### src/rtl/sel_sweep_pkg.sv
// Shared types and the code-to-one-hot mapping used by the sweep driver.
// The decoder it drives maps {x,y} to a one-hot {d,c,b,a}.
package sel_sweep_pkg;

    typedef enum logic [1:0] {
        ST_IDLE   = 2'd0,
        ST_DRIVE  = 2'd1,
        ST_FINISH = 2'd2
    } state_e;

    typedef logic [1:0] code_t;

    localparam code_t CODE_FIRST = 2'b00;
    localparam code_t CODE_LAST  = 2'b11;

    function automatic logic [3:0] expected_onehot(input code_t code);
        logic [3:0] onehot;
        case (code)
            2'b00:   onehot = 4'b0001;
            2'b01:   onehot = 4'b0010;
            2'b10:   onehot = 4'b0100;
            default: onehot = 4'b1000;
        endcase
        return onehot;
    endfunction

endpackage

### src/rtl/sel_sweep_driver_dwell_counter.sv
// Down-counter timing one hold window; a load of 0 is stored as 1 so a
// window always lasts at least one cycle and the count never underflows.
module dwell_counter #(
    parameter int DWELL_W = 8
) (
    input  logic               clk,
    input  logic               rst_n,
    input  logic               load_i,
    input  logic [DWELL_W-1:0] load_val_i,
    input  logic               en_i,
    output logic [DWELL_W-1:0] count_o,
    output logic               last_o
);

    localparam logic [DWELL_W-1:0] ONE = DWELL_W'(1);

    logic [DWELL_W-1:0] count_q;
    logic [DWELL_W-1:0] count_d;

    always_comb begin
        count_d = count_q;
        if (load_i) begin
            count_d = (load_val_i == '0) ? ONE : load_val_i;
        end else if (en_i && (count_q > ONE)) begin
            count_d = count_q - ONE;
        end
    end

    always_ff @(posedge clk) begin
        if (!rst_n) begin
            count_q <= '0;
        end else begin
            count_q <= count_d;
        end
    end

    assign count_o = count_q;
    assign last_o  = (count_q == ONE);

endmodule

### src/rtl/sel_sweep_driver.sv
// Sweeps the decoder select lines through 00..11 with a programmable hold,
// checking the returned one-hot on the last cycle of each hold window.
module sel_sweep_driver
    import sel_sweep_pkg::*;
#(
    parameter int DWELL_W = 8
) (
    input  logic               clk,
    input  logic               rst_n,
    input  logic               start,
    input  logic               mode,
    input  logic               stop,
    input  logic [DWELL_W-1:0] dwell,
    input  logic [3:0]         dec_in,
    output logic               x,
    output logic               y,
    output logic               sel_valid,
    output logic               busy,
    output logic               done,
    output logic               err,
    output logic [1:0]         err_code
);

    state_e             state_q, state_d;
    code_t              code_q, code_d;
    logic               mode_q, mode_d;
    logic               stop_q, stop_d;
    logic [DWELL_W-1:0] dwell_q, dwell_d;
    logic               err_q, err_d;
    code_t              err_code_q, err_code_d;

    logic               x_q, x_d;
    logic               y_q, y_d;
    logic               sel_valid_q, sel_valid_d;
    logic               busy_q, busy_d;
    logic               done_q, done_d;

    logic               cnt_load;
    logic [DWELL_W-1:0] cnt_load_val;
    logic               cnt_en;
    logic [DWELL_W-1:0] cnt_count;
    logic               cnt_last;
    logic               check_cycle;

    dwell_counter #(
        .DWELL_W (DWELL_W)
    ) u_dwell_counter (
        .clk        (clk),
        .rst_n      (rst_n),
        .load_i     (cnt_load),
        .load_val_i (cnt_load_val),
        .en_i       (cnt_en),
        .count_o    (cnt_count),
        .last_o     (cnt_last)
    );

    assign check_cycle = cnt_last && (cnt_count != '0);

    always_comb begin
        state_d      = state_q;
        code_d       = code_q;
        mode_d       = mode_q;
        stop_d       = stop_q;
        dwell_d      = dwell_q;
        err_d        = err_q;
        err_code_d   = err_code_q;
        cnt_load     = 1'b0;
        cnt_load_val = dwell_q;
        cnt_en       = 1'b0;

        case (state_q)
            ST_IDLE: begin
                if (start) begin
                    mode_d       = mode;
                    dwell_d      = dwell;
                    stop_d       = 1'b0;
                    err_d        = 1'b0;
                    err_code_d   = CODE_FIRST;
                    code_d       = CODE_FIRST;
                    cnt_load     = 1'b1;
                    cnt_load_val = dwell;
                    state_d      = ST_DRIVE;
                end
            end
            ST_DRIVE: begin
                cnt_en = 1'b1;
                if (stop) begin
                    stop_d = 1'b1;
                end
                if (check_cycle) begin
                    if (dec_in != expected_onehot(code_q)) begin
                        err_d = 1'b1;
                        if (!err_q) begin
                            err_code_d = code_q;
                        end
                    end
                    // A stop arriving on the final check cycle still ends the run here.
                    if (code_q != CODE_LAST) begin
                        code_d   = code_q + 2'd1;
                        cnt_load = 1'b1;
                    end else if (!mode_q || stop_q || stop) begin
                        state_d = ST_FINISH;
                    end else begin
                        code_d   = CODE_FIRST;
                        cnt_load = 1'b1;
                    end
                end
            end
            ST_FINISH: begin
                state_d = ST_IDLE;
            end
            default: begin
                state_d = ST_IDLE;
            end
        endcase

        // Outputs are registered copies of the next-state decode.
        x_d         = (state_d == ST_DRIVE) && code_d[1];
        y_d         = (state_d == ST_DRIVE) && code_d[0];
        sel_valid_d = (state_d == ST_DRIVE);
        busy_d      = (state_d == ST_DRIVE);
        done_d      = (state_d == ST_FINISH);
    end

    always_ff @(posedge clk) begin
        if (!rst_n) begin
            state_q     <= ST_IDLE;
            code_q      <= CODE_FIRST;
            mode_q      <= 1'b0;
            stop_q      <= 1'b0;
            dwell_q     <= '0;
            err_q       <= 1'b0;
            err_code_q  <= CODE_FIRST;
            x_q         <= 1'b0;
            y_q         <= 1'b0;
            sel_valid_q <= 1'b0;
            busy_q      <= 1'b0;
            done_q      <= 1'b0;
        end else begin
            state_q     <= state_d;
            code_q      <= code_d;
            mode_q      <= mode_d;
            stop_q      <= stop_d;
            dwell_q     <= dwell_d;
            err_q       <= err_d;
            err_code_q  <= err_code_d;
            x_q         <= x_d;
            y_q         <= y_d;
            sel_valid_q <= sel_valid_d;
            busy_q      <= busy_d;
            done_q      <= done_d;
        end
    end

    assign x         = x_q;
    assign y         = y_q;
    assign sel_valid = sel_valid_q;
    assign busy      = busy_q;
    assign done      = done_q;
    assign err       = err_q;
    assign err_code  = err_code_q;

endmodule
### config.mk
export PLATFORM = sky130hd
export DESIGN_NAME = sel_sweep_driver
export DESIGN_NICKNAME = d
export VERILOG_FILES = /design/src/rtl/sel_sweep_pkg.sv /design/src/rtl/sel_sweep_driver_dwell_counter.sv /design/src/rtl/sel_sweep_driver.sv
export SDC_FILE = /design/constraint.sdc
export NUM_CORES = 1
export LEC_CHECK = 0
export CAP_MARGIN = 25
export CORE_ASPECT_RATIO = 1.5
export CORE_MARGIN = 2
export CORE_UTILIZATION = 52
export DETAILED_ROUTE_END_ITERATION = 8
export PLACE_DENSITY = 0.79
export SLEW_MARGIN = 20
export SYNTH_ARGS = -nofsm -noshare
export SYNTH_HDL_FRONTEND = slang
export SYNTH_SLANG_ARGS = --single-unit
export TNS_END_PERCENT = 30
### constraint.sdc
create_clock -name clk -period 2.2 [get_ports clk]
set_input_delay 0.22 -clock clk [delete_from_list [all_inputs] [get_ports clk]]
set_output_delay 0.22 -clock clk [all_outputs]
set_load 0.005 [all_outputs]
After elaboration in Yosys (flattened, before gate mapping)
Cells that the tools add are included.
- register bits after elaboration: 29
- input bits: 17
- output and inout port bits: 8
- logic and storage cells: 80
- add/subtract/negate cells: 2
- order comparisons: 1
- equal/unequal tests: 13
- multiplexer cells: 35
- reductions and logical operators: 17
- operators by type and width (operator ; number):
    $mux 8 ; 5
    $mux 2 ; 12
    $ne 2x2->1 const B ; 6
    $pmux 2 s2 ; 3
    $pmux 4 s3 ; 1
    $mux 1 ; 9
    $eq 8x1->1 const B ; 1
    $gt 8x1->1 const B ; 1
    $logic_not 8->1 ; 1
    $mux 4 ; 2
    $reduce_bool 8->1 ; 1
    $sub 8x1->8 const B ; 1
    $eq 2x1->1 const B ; 3
    $pmux 1 s2 ; 3
    $reduce_and 5->1 ; 1
    $eq 2x2->1 const B ; 2
    $logic_and 1x1->1 ; 4
    $logic_not 2->1 ; 2
    $ne 4x4->1 ; 1
    $reduce_and 4->1 ; 1
    $reduce_bool 2->1 ; 2
    $reduce_and 3->1 ; 1
    $add 2x1->2 const B ; 1
    $logic_or 1x1->1 ; 2
    other kinds (2) ; 2

Depth between registers and ports, before layout
Gate-level depths: netlist of the first run.
- word-level depth: 9
- mapped depth: 9
- depth with buffers taken out: 7

By module
A second synthesis of the first run with hierarchy kept.
- cells, all modules: 171
- area, all modules: 1591.5 µm²
- modules (own cells, without submodules) (module ; times used ; cells each ; area each (µm²) ; sequential area each (µm²)):
    sel_sweep_driver ; 1 ; 105 ; 1058.5 ; 420.4
    dwell_counter ; 1 ; 66 ; 533.0 ; 160.2

Least setup slack after synthesis of the first run
Ideal clock, no wire load.
- path type: reg-to-reg
- start point: register code_q[0]
- end point: register err_code_q[0], in the netlist err_code[0]
- setup time: 117 ps
- arrival time: 1713 ps
- required time: 2083 ps
- path slack: 370 ps
- stages on the path, launching flop included: 8
- buffers on the path: 0
- clock period less this slack: 1830 ps
- cells stage by stage: dfxtp_1 inv_1 ha_1 xor2_1 o41ai_1 nor2_1 and4_1 a32o_1
- word-level cells in the longest chain between the ends: 7
- elaborated cells between the ends (all ways): 13
- those cells by class: eq/ne (4); mux (7); reduce/logical (2)
- ends and longest elaborated chain (item ; RTL line ; source):
    from (decl) ; sel_sweep_driver.sv:25 ; code_t code_q, code_d;
    from (signal assigned) ; sel_sweep_driver.sv:141 ; code_q <= code_d;
    $eq 2x2->1 (tied with other cells) ; sel_sweep_pkg.sv:18 ; case (code)
    $pmux 4 s3 ; sel_sweep_pkg.sv:18 ;
    $mux 4 ; sel_sweep_driver.sv:90 ; if (check_cycle) begin
    $mux 4 ; sel_sweep_driver.sv:71 ; case (state_q)
    $ne 4x4->1 ; sel_sweep_driver.sv:91 ; if (dec_in != expected_onehot(code_q)) begin
    $ne 2x2->1 (no source line) ; -- ;
    $reduce_and 5->1 (no source line) ; -- ;
    to (signal assigned) ; sel_sweep_driver.sv:146 ; err_code_q <= err_code_d;
    to (decl) ; sel_sweep_driver.sv:30 ; code_t err_code_q, err_code_d;
Parallel ways exist; a longest one is shown, timed or not. The select of a mux whose other input is x is not followed.
A chain may end at the register's enable or synchronous reset.

Final worst setup path of the first run
- start point: register u_dwell_counter.count_q[0], in the netlist u_dwell_counter.count_o[0]
- end point: register u_dwell_counter.count_q[6], in the netlist u_dwell_counter.count_o[6]
- word-level cells in the longest chain between the ends: 5
- elaborated cells between the ends (all ways): 11
- those cells by class: add/sub (1); order compare (1); eq/ne (1); mux (4); reduce/logical (4)
- ends and longest elaborated chain (item ; RTL line ; source):
    from (decl) ; sel_sweep_driver_dwell_counter.sv:17 ; logic [DWELL_W-1:0] count_q;
    from (signal assigned) ; sel_sweep_driver_dwell_counter.sv:33 ; count_q <= count_d;
    branches (longest 5 deep; another with $sub 8x1->8) ; -- ;
Parallel ways; which one is timed is not known. The select of a mux whose other input is x is not followed.

==> summary.md, run 1 <==
### Status
* **run status** finished, final reports clean

### Global route
* **initial antenna violation count** 0
* **Overall Global Routing Usage** 22.41%
* **first-pass GRT wire length** 4.981 mm
* **total overflow reported by the global router** 0
* **largest net degree at the start of global routing** 19
* **vias in the first global route** 1171

### Clocking
* **post-CTS setup-driven buffer insertion count** 0
* **CTS Buf Count** 5
* **Clk pin slew, worst setup/hold paths** 60 ps
* **TritonCTS clock tree** yes
* **clock sinks** 29
* **count of H-tree levels built during CTS** 2
* **Clock Tree Buf Depth** 2
* **insertion delay of the later-clocked pin in the worst-skew pair** 280 ps
* **root buffer cell** clkbuf_8

### Critical path
* **worst path arrival time** 2200 ps
* **family with the most delay on the worst path** compound AO/OA/AOI/OAI gates
* **type of element capturing the critical path** register
* **worst path bufs/invs** 2
* **launching element type of the critical path** register
* **most used cell, CP** inv_1
* **slowest library cell on the worst path** a211o_2
* **Worst path max stage delay** 500 ps
* **kind of critical path** register to register
* **cells traversed along the worst timing path** inv_1, ha_1, inv_1, nand4_2, a211o_2, and3_1, o31a_1
* **data required time at the worst endpoint** 2370 ps
* **largest fanout on the critical path** 18

### Die
* **Die Y-Extent** 68.62 µm
* **count of pins on the block boundary** 25
* **die footprint** 3231 µm²
* **Die Width** 47.08 µm
* **initial core utilization** 54.09%
* **standard-cell row count** 23
* **placeable core region** 2676 µm²

### Place
* **Post-Place Cells** 215
* **# port buffers** 24
* **total half-perimeter wirelength after legalization and detailed placement** 2.586 mm
* **Placer Congestion** 0.9086

### Power and ir drop
* **part of the power in registers** 44.5%
* **switching pwr** 404.9 µW
* **internal power component** 967.6 µW
* **Worst VDD drop** 0.5668 mV
* **Clock Power Share** 32.0%
* **switch share** 29.50%
* **combinational cell fraction of total power** 23.6%
* **Power, Total** 1.373 mW
* **P_leak** 0.7473 nW
* **Power Dens Cells** 752.4 nW/µm²

### Logic synthesis
* **Cell Area, Synth** 1448 µm²
* **sequential element share of the synthesized area** 40.10%
* **average instance area after synthesis** 9.340 µm²
* **number of distinct library cells after synthesis** 44
* **most used flip-flop cell after synthesis** dfxtp_1
* **Warnings, synthesis** 0
* **number of enable-type register cells in the synthesized netlist** 0
* **total nets after synthesis** 179
* **async set or reset register ratio after synthesis** 0%
* **count of state elements after synthesis** 29
* **count of mapped cells out of synthesis** 155

### STA
* **count of endpoints failing setup in the final report** 0
* **unrepaired setup endpoints after global routing** no
* **final-layout setup total negative slack** 0 ps
* **Final Hold Vio Count** 0
* **relative slew slack** 66.49%
* **portion of the clock cycle consumed by the worst path in the final layout** 92.15%
* **top achievable clock speed** 493.2 MHz
* **Slew @ Worst Pin** 499.6 ps
* **Final Critical Period** 2027 ps
* **clk_skew** 3.047 ps
* **number of max-slew violations in the final report** 0

### Detailed routing
* **post-detailed-route wirelength per cell** 14.95 µm
* **Detailed Route Iter0 Violations** 26
* **router iterations before antenna repair** 4
* **WL final** 3.320 mm
* **routed via count** 1251
* **Antenna Violating Nets Remaining** 0
* **DR vias/cell** 5.635
* **DR DRC count** 0

### Finish
* **number of diodes** 0
* **P&R area growth vs syn** 26.02%
* **share of layout cells above drive strength 1** 9.730%
* **Layout Cells excl Fill** 222
* **final net count** 209
* **fill count** 214

### Run
* **number of max-capacitance violations reported** 0

### Hold path
* **min-delay worst type** register to register

[flip-flops by register name (all words and copies together) (netlist names)]
signal,count
err,1
code_q,2
err_code,2
dwell_q,8
y,1
busy,1
stop_q,1
x,1
state_q,2
done,1
mode_q,1
u_dwell_counter.count_o,8
[worst paths after layout]
kind,from,to,slack [ps],depth (start not counted)
hold reg to reg,u_dwell_counter.count_o[1],u_dwell_counter.count_o[1],490,2
setup reg to reg,u_dwell_counter.count_o[0],u_dwell_counter.count_o[6],170,7
hold / removal,u_dwell_counter.count_o[1],u_dwell_counter.count_o[1],490,2
setup / recovery,u_dwell_counter.count_o[0],u_dwell_counter.count_o[6],170,7
[kinds of logic (layout without fill, tap and decap cells)]
| logic type | Yosys count | count (layout) | synth area share, % |
|---|---|---|---|
| fa+ha+maj | 7 | 7 | 6.050 |
| mux | 10 | 10 | 6.915 |
| flops | 29 | 29 | 40.10 |
| simple gates | 58 | 58 | 22.47 |
| compound gates | 31 | 31 | 16.51 |
| buf+inv | 16 | 46 | 5.531 |
| xor+xnor | 4 | 4 | 2.420 |
[per-layer routing]
layer / up-vias / share of wire, % / track usage (%)
met2: 47 / 53 / 39.38
met1: 575 / 39 / 22.67
li1: 617 / - / -
met3: 12 / 3.8 / 5.469
met4: 0 / 4.0 / 13.89
met5: - / 0 / 0
[placed cells by master, fill, tap and decap left out, types with 4 or more instances in the layout]
| master | count |
|---|---|
| clkdlybuf4s50_1 | 24 |
| a21oi_1 | 8 |
| inv_1 | 8 |
| nand3_1 | 6 |
| ha_1 | 7 |
| clkbuf_8 | 6 |
| dfxtp_1 | 29 |
| and3_1 | 4 |
| buf_4 | 7 |
| o22a_1 | 4 |
| nand2_1 | 8 |
| mux2i_1 | 10 |
| nor2_1 | 17 |
| xor2_1 | 4 |
[power by group through the flow]
stage          combinational, mW  clock [mW]  sequential, mW
6_report                   0.323       0.439           0.610
4_1_cts                    0.320       0.453           0.608
5_1_grt                    0.354       0.465           0.615
2_1_floorplan              0.237           0           0.610
3_3_place_gp               0.312           0           0.617
3_5_place_dp               0.318           0           0.620
[final cells by class]
cell class / instances / area, µm² / area share (%)
sequential: 29 / 580.6 / 31.82
timing repair buffer: 31 / 292.8 / 16.05
tap: 37 / 46.29 / 2.538
multi-input combinational: 110 / 788.3 / 43.21
inverter: 8 / 30.03 / 1.646
clock buffer: 7 / 86.33 / 4.733
[stage by stage]
stage | setup slack [ps] | utilization (%) | instance area, µm² | hold slack, ps
5_1_grt | 60.31 | 68.16 | 1824 | 509.6
6_report | 172.6 | 68.16 | 1824 | 486.2
3_5_place_dp | 113.8 | 64.89 | 1737 | 481.3
2_1_floorplan | 370.1 | - | 1448 | 356.0
4_1_cts | 97.74 | 68.12 | 1823 | 489.6
3_3_place_gp | 186.0 | 64.89 | 1737 | 463.4
[worst register-to-register path, cell delays in order, from the launching register on]
cell and delay, ps:
dfxtp_1 390, inv_1 60, ha_1 230, inv_1 140, nand4_2 160, a211o_2 500
and3_1 220, o31a_1 230
[cells in the mapped netlist, types with 2 or more instances]
cell type / n / area share [%]
nand4_1: 2 / 0.86
nand3_1: 6 / 2.1
nor3_1: 3 / 1.0
xor2_1: 4 / 2.4
and3_1: 4 / 1.7
ha_1: 7 / 6.0
a21oi_1: 8 / 2.8
a32o_1: 2 / 1.4
nand2_1: 8 / 2.1
nor2b_1: 2 / 0.86
inv_1: 8 / 2.1
nor4b_1: 2 / 1.2
o22a_1: 4 / 2.4
dfxtp_1: 29 / 40
nor4_1: 3 / 1.3
a211oi_1: 3 / 1.6
o21bai_1: 2 / 1.0
buf_6: 2 / 1.6
clkbuf_1: 4 / 1.0
and2_1: 2 / 0.86
nand2b_1: 2 / 0.86
mux2i_1: 10 / 6.9
nor2_1: 17 / 4.4
[timing repair]
action,4_1_cts,5_1_grt
gates resized for setup,0,1
setup endpoints to repair,0,3
hold buffers,0,0
(Power assumes the default switching activity.)
==> run 2, diff against run 1 <==
- CORE_MARGIN: 2 -> default
- CORE_UTILIZATION: 52 -> 25
- PLACE_DENSITY: 0.79 -> default
==> run 2 against run 1 <==
  * Critical endpoint unchanged
  * Count of clock-buffer cells in the layout did not move
  * Worst hold slack got worse by 6.9 ps
  * Flip-flop and latch count did not move
  * Fmax rose by 2.6%
  * Via count fell by 0.64%
  * Critical path depth did not move
  * Sequential share of layout area fell by 1.3 points
  * Register-to-register slack improved by 50 ps
==> summary.md, run 2 (synthesis gave the netlist of run 1 again) <==
### Status
* **run status** finished, final reports clean

### Hold path
* **cell count of the worst hold path** 2, unchanged
* **min-delay worst type** register to register

### Critical path
* **data required time at the worst endpoint** 2370 ps, about the same
* **type of element capturing the critical path** register
* **worst path arrival time** 2140 ps, -60 ps
* **largest fanout on the critical path** 18, unchanged
* **setup slack, reg-to-reg** 220 ps, +50 ps
* **Worst Reg2Reg Path Length in Cells** 7, unchanged
* **launching element type of the critical path** register
* **kind of critical path** register to register

### STA
* **clk_skew** 3.756 ps, +0.7089 ps
* **top achievable clock speed** 506.2 MHz, +2.6%
* **Final Critical Period** 1976 ps, -51.86 ps
* **count of endpoints failing setup in the final report** 0, unchanged
* **final-layout setup total negative slack** 0 ps, unchanged
* **post-layout worst setup margin** 224.5 ps, +51.86 ps
* **Slew @ Worst Pin** 530.8 ps, +31.20 ps
* **number of max-slew violations in the final report** 0, unchanged
* **relative slew slack** 64.40%, -2.1 points
* **Final Hold Vio Count** 0, unchanged
* **worst hold slack across all endpoints** 479.3 ps, -6.940 ps
* **unrepaired setup endpoints after global routing** no
* **portion of the clock cycle consumed by the worst path in the final layout** 89.80%, -2.4 points

### Detailed routing
* **Detailed Route Iter0 Violations** 18, -31%
* **routed via count** 1243, -0.64%
* **DR DRC count** 0, unchanged
* **WL final** 3.447 mm, +3.8%
* **post-detailed-route wirelength per cell** 13.41 µm, -10%
* **Antenna Violating Nets Remaining** 0, unchanged
* **DR vias/cell** 4.837, -14%
* **router iterations before antenna repair** 4, unchanged

### Die
* **Die Y-Extent** 95.20 µm, +39%
* **die footprint** 6105 µm², +89%
* **standard-cell row count** 33, +43%
* **Die Width** 64.13 µm, +36%
* **count of pins on the block boundary** 25, unchanged
* **initial core utilization** 26.16%, -28 points
* **placeable core region** 5533 µm², +110%

### Place
* **total half-perimeter wirelength after legalization and detailed placement** 2.674 mm, +3.4%
* **worst slack after detailed placement** 132.4 ps, +18.62 ps
* **Post-DP Area** 1785 µm², +2.8%
* **# port buffers** 24, unchanged
* **Placer Congestion** 0.8079, -11%

### Power and ir drop
* **internal power component** 1.092 mW, +13%
* **Worst VDD drop** 0.2931 mV, -48%
* **switch share** 27.72%, -1.8 points
* **combinational cell fraction of total power** 22.2%, -1.4 points
* **Clock Power Share** 37.7%, +5.7 points
* **P_leak** 0.7675 nW, +2.7%
* **switching pwr** 418.8 µW, +3.4%
* **Power Dens Cells** 794.0 nW/µm², +5.5%
* **part of the power in registers** 40.1%, -4.4 points

### Run
* **number of max-capacitance violations reported** 0, unchanged

### Clocking
* **CTS Buf Count** 5, unchanged
* **insertion delay of the later-clocked pin in the worst-skew pair** 280 ps, about the same
* **Clock Tree Buf Depth** 2, unchanged
* **Clk pin slew, worst setup/hold paths** 60 ps, about the same
* **post-CTS setup-driven buffer insertion count** 0, unchanged
* **TritonCTS clock tree** yes
* **count of H-tree levels built during CTS** 2, unchanged
* **clock sinks** 29, unchanged
* **total of hold buffers inserted after clock tree synthesis** 0, unchanged
* **root buffer cell** clkbuf_8

### Finish
* **finished layout cell area** 1903 µm², +4.3%
* **number of diodes** 0, unchanged
* **leading cell type in the layout, fill and taps excluded** dfxtp_1
* **final net count** 210, +0.48%
* **commonest non-fill, non-tap cells in the layout** dfxtp_1, clkdlybuf4s50_1, nor2_1
* **share of layout cells above drive strength 1** 10.70%, +0.97 points
* **P&R area growth vs syn** 31.46%

### Global route
* **first-pass GRT wire length** 5.658 mm, +14%
* **Overall Global Routing Usage** 12.46%, -9.9 points
* **largest net degree at the start of global routing** 21, +2
* **total overflow reported by the global router** 0, unchanged
* **initial antenna violation count** 0, unchanged
* **vias in the first global route** 1282, +9.5%

[run 2: cell count changes in the layout (fill, tap and decap cells not counted), sizes merged]
cell and change:
buf +1, bufinv +1
[run 2: final timing paths]
| check | start | endpoint |
|---|---|---|
| worst max-delay path | u_dwell_counter.count_o[1] | u_dwell_counter.count_o[6] |
| worst min-delay path | stop_q | stop_q |
| worst max register to register | u_dwell_counter.count_o[1] | u_dwell_counter.count_o[6] |
| worst min register to register | stop_q | stop_q |
[run 2: area by class of cell]
| cell class | instances | area, µm² |
|---|---|---|
| Fill cell | 598 | 3630 |
| Inverter | 8 | 30.03 |
| Sequential cell | 29 | 580.6 |
| Tap cell | 70 | 87.58 |
| Clock inverter | 1 | 30.03 |
| Clock buffer | 7 | 86.33 |
| Timing Repair Buffer | 32 | 300.3 |
| Multi-Input combinational cell | 110 | 788.3 |
[run 2: critical path: stages, from the launching register on]
cell,delay (ps)
dfxtp_1,350
inv_1,70
ha_1,200
inv_1,130
nand4_2,160
a211o_2,510
and3_1,210
o31a_1,220
[run 2: power by group through the flow]
stage                     clock network [mW]  registers [mW]  logic (mW)
final                                  0.570           0.606       0.335
after detailed placement                   0           0.617       0.335
after global routing                   0.606           0.611       0.371
after global placement                     0           0.616       0.332
after floorplan                            0           0.610       0.237
after CTS                              0.584           0.605       0.337
[run 2: layer usage]
metal | track usage [%] | share of wire [%] | vias to the layer above
met5 | 0 | 0 | -
met4 | 7.407 | 3.5 | 0
met3 | 3.349 | 3.5 | 12
met2 | 24.38 | 57 | 24
met1 | 11.22 | 36 | 583
li1 | - | - | 624
[run 2: stage by stage]
stage	instances	power, mW	util [%]
detailed placement	249	0.9516	32.27
floorplan	155	0.8462	-
finish	257	1.511	34.40
CTS	257	1.526	34.37
global placement	249	0.9480	32.27
global route	257	1.588	34.40
[run 2: what timing repair did]
action	CTS	global route
setup endpoints to repair	0	2
gates resized for setup	0	1
endpoints found under the hold margin	0	0
==> run 3, diff against run 2 <==
- ABC_CLOCK_PERIOD_IN_PS: default -> 2200
- DONT_BUFFER_PORTS: default -> 1
==> run 3 against run 2 <==
  * Flip-flop and latch count stayed put
  * Total power is 3.4% lower
  * Clock power hardly changed
  * Non-clock buffer count is 29 lower
  * Global-route usage is 1.3 points lower
  * Sequential power is 0.7% higher
  * Core utilization is 5.0 points lower
  * Largest cell class unchanged
  * Worst hold slack worse by 410 ps
  * Worst setup slack worse by 62 ps
  * Fmax is 3.0% lower
  * Via count is 8.8% lower
==> summary.md, run 3 (synthesis gave the netlist of run 1 again) <==
### Status
* **run status** finished, final reports clean

### Clocking
* **insertion delay of the later-clocked pin in the worst-skew pair** 280 ps, about the same
* **TritonCTS clock tree** yes
* **Clk pin slew, worst setup/hold paths** 60 ps, about the same
* **clock sinks** 29, unchanged
* **Clock Tree Buf Depth** 2, unchanged
* **root buffer cell** clkbuf_8
* **CTS Buf Count** 5, unchanged
* **count of H-tree levels built during CTS** 2, unchanged
* **total of hold buffers inserted after clock tree synthesis** 0, unchanged

### Place
* **total half-perimeter wirelength after legalization and detailed placement** 2.412 mm, -9.8%
* **Placer Congestion** 0.7552, -6.5%
* **Post-DP Area** 1508 µm², -16%
* **# port buffers** 0, -100%

### Critical path
* **worst path arrival time** 2210 ps, +70 ps
* **data required time at the worst endpoint** 2370 ps, about the same
* **launch point of the critical path** u_dwell_counter.count_o[0]
* **Worst Reg2Reg Path Length in Cells** 7, unchanged
* **type of element capturing the critical path** register
* **kind of critical path** register to register
* **RR Startpoint** u_dwell_counter.count_o[0]
* **setup slack, reg-to-reg** 160 ps, -60 ps
* **RR Endpoint** u_dwell_counter.count_o[6]
* **launching element type of the critical path** register
* **largest fanout on the critical path** 18, unchanged
* **critical path capture point** u_dwell_counter.count_o[6]

### STA
* **relative slew slack** 55.60%, -8.8 points
* **top achievable clock speed** 490.8 MHz, -3.0%
* **Final Hold Vio Count** 0, unchanged
* **final-layout setup total negative slack** 0 ps, unchanged
* **count of endpoints failing setup in the final report** 0, unchanged
* **number of max-slew violations in the final report** 0, unchanged
* **unrepaired setup endpoints after global routing** no
* **Slew @ Worst Pin** 665.3 ps, +134.5 ps
* **portion of the clock cycle consumed by the worst path in the final layout** 92.61%, +2.8 points
* **Final Critical Period** 2037 ps, +61.84 ps
* **clk_skew** 4.666 ps, +0.9098 ps

### Detailed routing
* **DR vias/cell** 4.974, +2.8%
* **DR DRC count** 0, unchanged
* **Antenna Violating Nets Remaining** 0, unchanged
* **Detailed Route Iter0 Violations** 60, +42
* **router iterations before antenna repair** 4, unchanged
* **WL final** 3.152 mm, -8.6%
* **post-detailed-route wirelength per cell** 13.82 µm, +3.1%
* **routed via count** 1134, -8.8%

### Finish
* **P&R area growth vs syn** 12.27%
* **leading cell type in the layout, fill and taps excluded** dfxtp_1
* **core occupancy in the finished layout** 29.38%, -5.0 points
* **number of diodes** 0, unchanged
* **fill count** 603, +0.84%
* **share of layout cells above drive strength 1** 9.494%, -1.2 points
* **final net count** 181, -14%
* **commonest non-fill, non-tap cells in the layout** dfxtp_1, nor2_1, mux2i_1
* **finished layout cell area** 1625 µm², -15%

### Global route
* **met3 track demand over resource** 3.828%, +0.48 points
* **met2 global-route usage** 19.95%, -4.4 points
* **first-pass GRT wire length** 5.016 mm, -11%
* **total overflow reported by the global router** 0, unchanged
* **largest net degree at the start of global routing** 22, +4.8%
* **Most Crowded Layer GR** met2
* **initial antenna violation count** 0, unchanged
* **met1 Use GR** 10.59%, -0.63 points
* **vias in the first global route** 1110, -13%
* **Overall Global Routing Usage** 11.14%, -1.3 points

### Die
* **Die Y-Extent** 95.20 µm, unchanged
* **die footprint** 6105 µm², unchanged
* **placeable core region** 5533 µm², unchanged
* **Die Width** 64.13 µm, unchanged
* **initial core utilization** 26.16%, unchanged
* **standard-cell row count** 33, unchanged
* **count of pins on the block boundary** 25, unchanged

### Power and ir drop
* **Power Dens Cells** 898.1 nW/µm², +13%
* **Worst VDD drop** 0.2990 mV, +2.0%
* **P_leak** 0.6516 nW, -15%

### Hold path
* **min-delay worst type** input port to register
* **worst hold path startpoint** rst_n

### Run
* **number of max-capacitance violations reported** 0, unchanged

run 3: cell count changes in the layout (fill, tap and decap cells not counted):
cell and delta:
buf_4 -5, clkdlybuf4s50_1 -24
run 3: worst min path at each step:
stage                                             to  slack (ps)  cells after the start
after floorplan                               stop_q         360                      2
after global placement                     code_q[1]         340                      1
after detailed placement                   code_q[1]         350                      1
after CTS                                  code_q[1]          60                      1
after global routing      u_dwell_counter.count_o[6]          50                      1
final                                      code_q[1]          70                      1
run 3: through the flow:
step	worst slack [ps]	std cells	hold WS, ps	power, mW
after global placement	153.8	220	344.9	0.8928
after floorplan	370.1	155	356.0	0.8462
final	162.6	228	65.35	1.460
after detailed placement	123.0	220	349.6	0.8945
after CTS	75.61	228	60.74	1.467
after global routing	34.89	228	49.16	1.533
run 3: critical path, stage by stage (launching register included):
cell and delay (ps):
dfxtp_1 390, inv_1 60, ha_1 220, inv_1 140
nand4_2 170, a211o_2 510, and3_1 210, o31a_1 220
run 3: repair_timing:
item | in CTS | in global routing
hold endpoints to repair | 0 | 0
setup buffers | 0 | 0
resized for setup | 0 | 1
setup endpoints to repair | 0 | 3
run 3: layout make-up:
| type | instances | area (µm²) | area share (%) |
|---|---|---|---|
| Clock buffer | 7 | 86.33 | 5.312 |
| Clock inverter | 1 | 30.03 | 1.848 |
| Tap cell | 70 | 87.58 | 5.389 |
| Inverter | 8 | 30.03 | 1.848 |
| Multi-Input combinational cell | 110 | 788.3 | 48.50 |
| Timing Repair Buffer | 3 | 22.52 | 1.386 |
| Sequential cell | 29 | 580.6 | 35.72 |
run 3: where the power goes:
group	total (mW)	switching (mW)	internal, mW
registers	0.610	0.0441	0.566
clock network	0.572	0.203	0.369
logic	0.278	0.159	0.119
run 3: per-layer routing:
metal / wire (µm) / vias up
met4: 138 / 0
met1: 1163 / 535
met2: 1695 / 28
met5: 0 / -
met3: 154 / 10
li1: - / 561
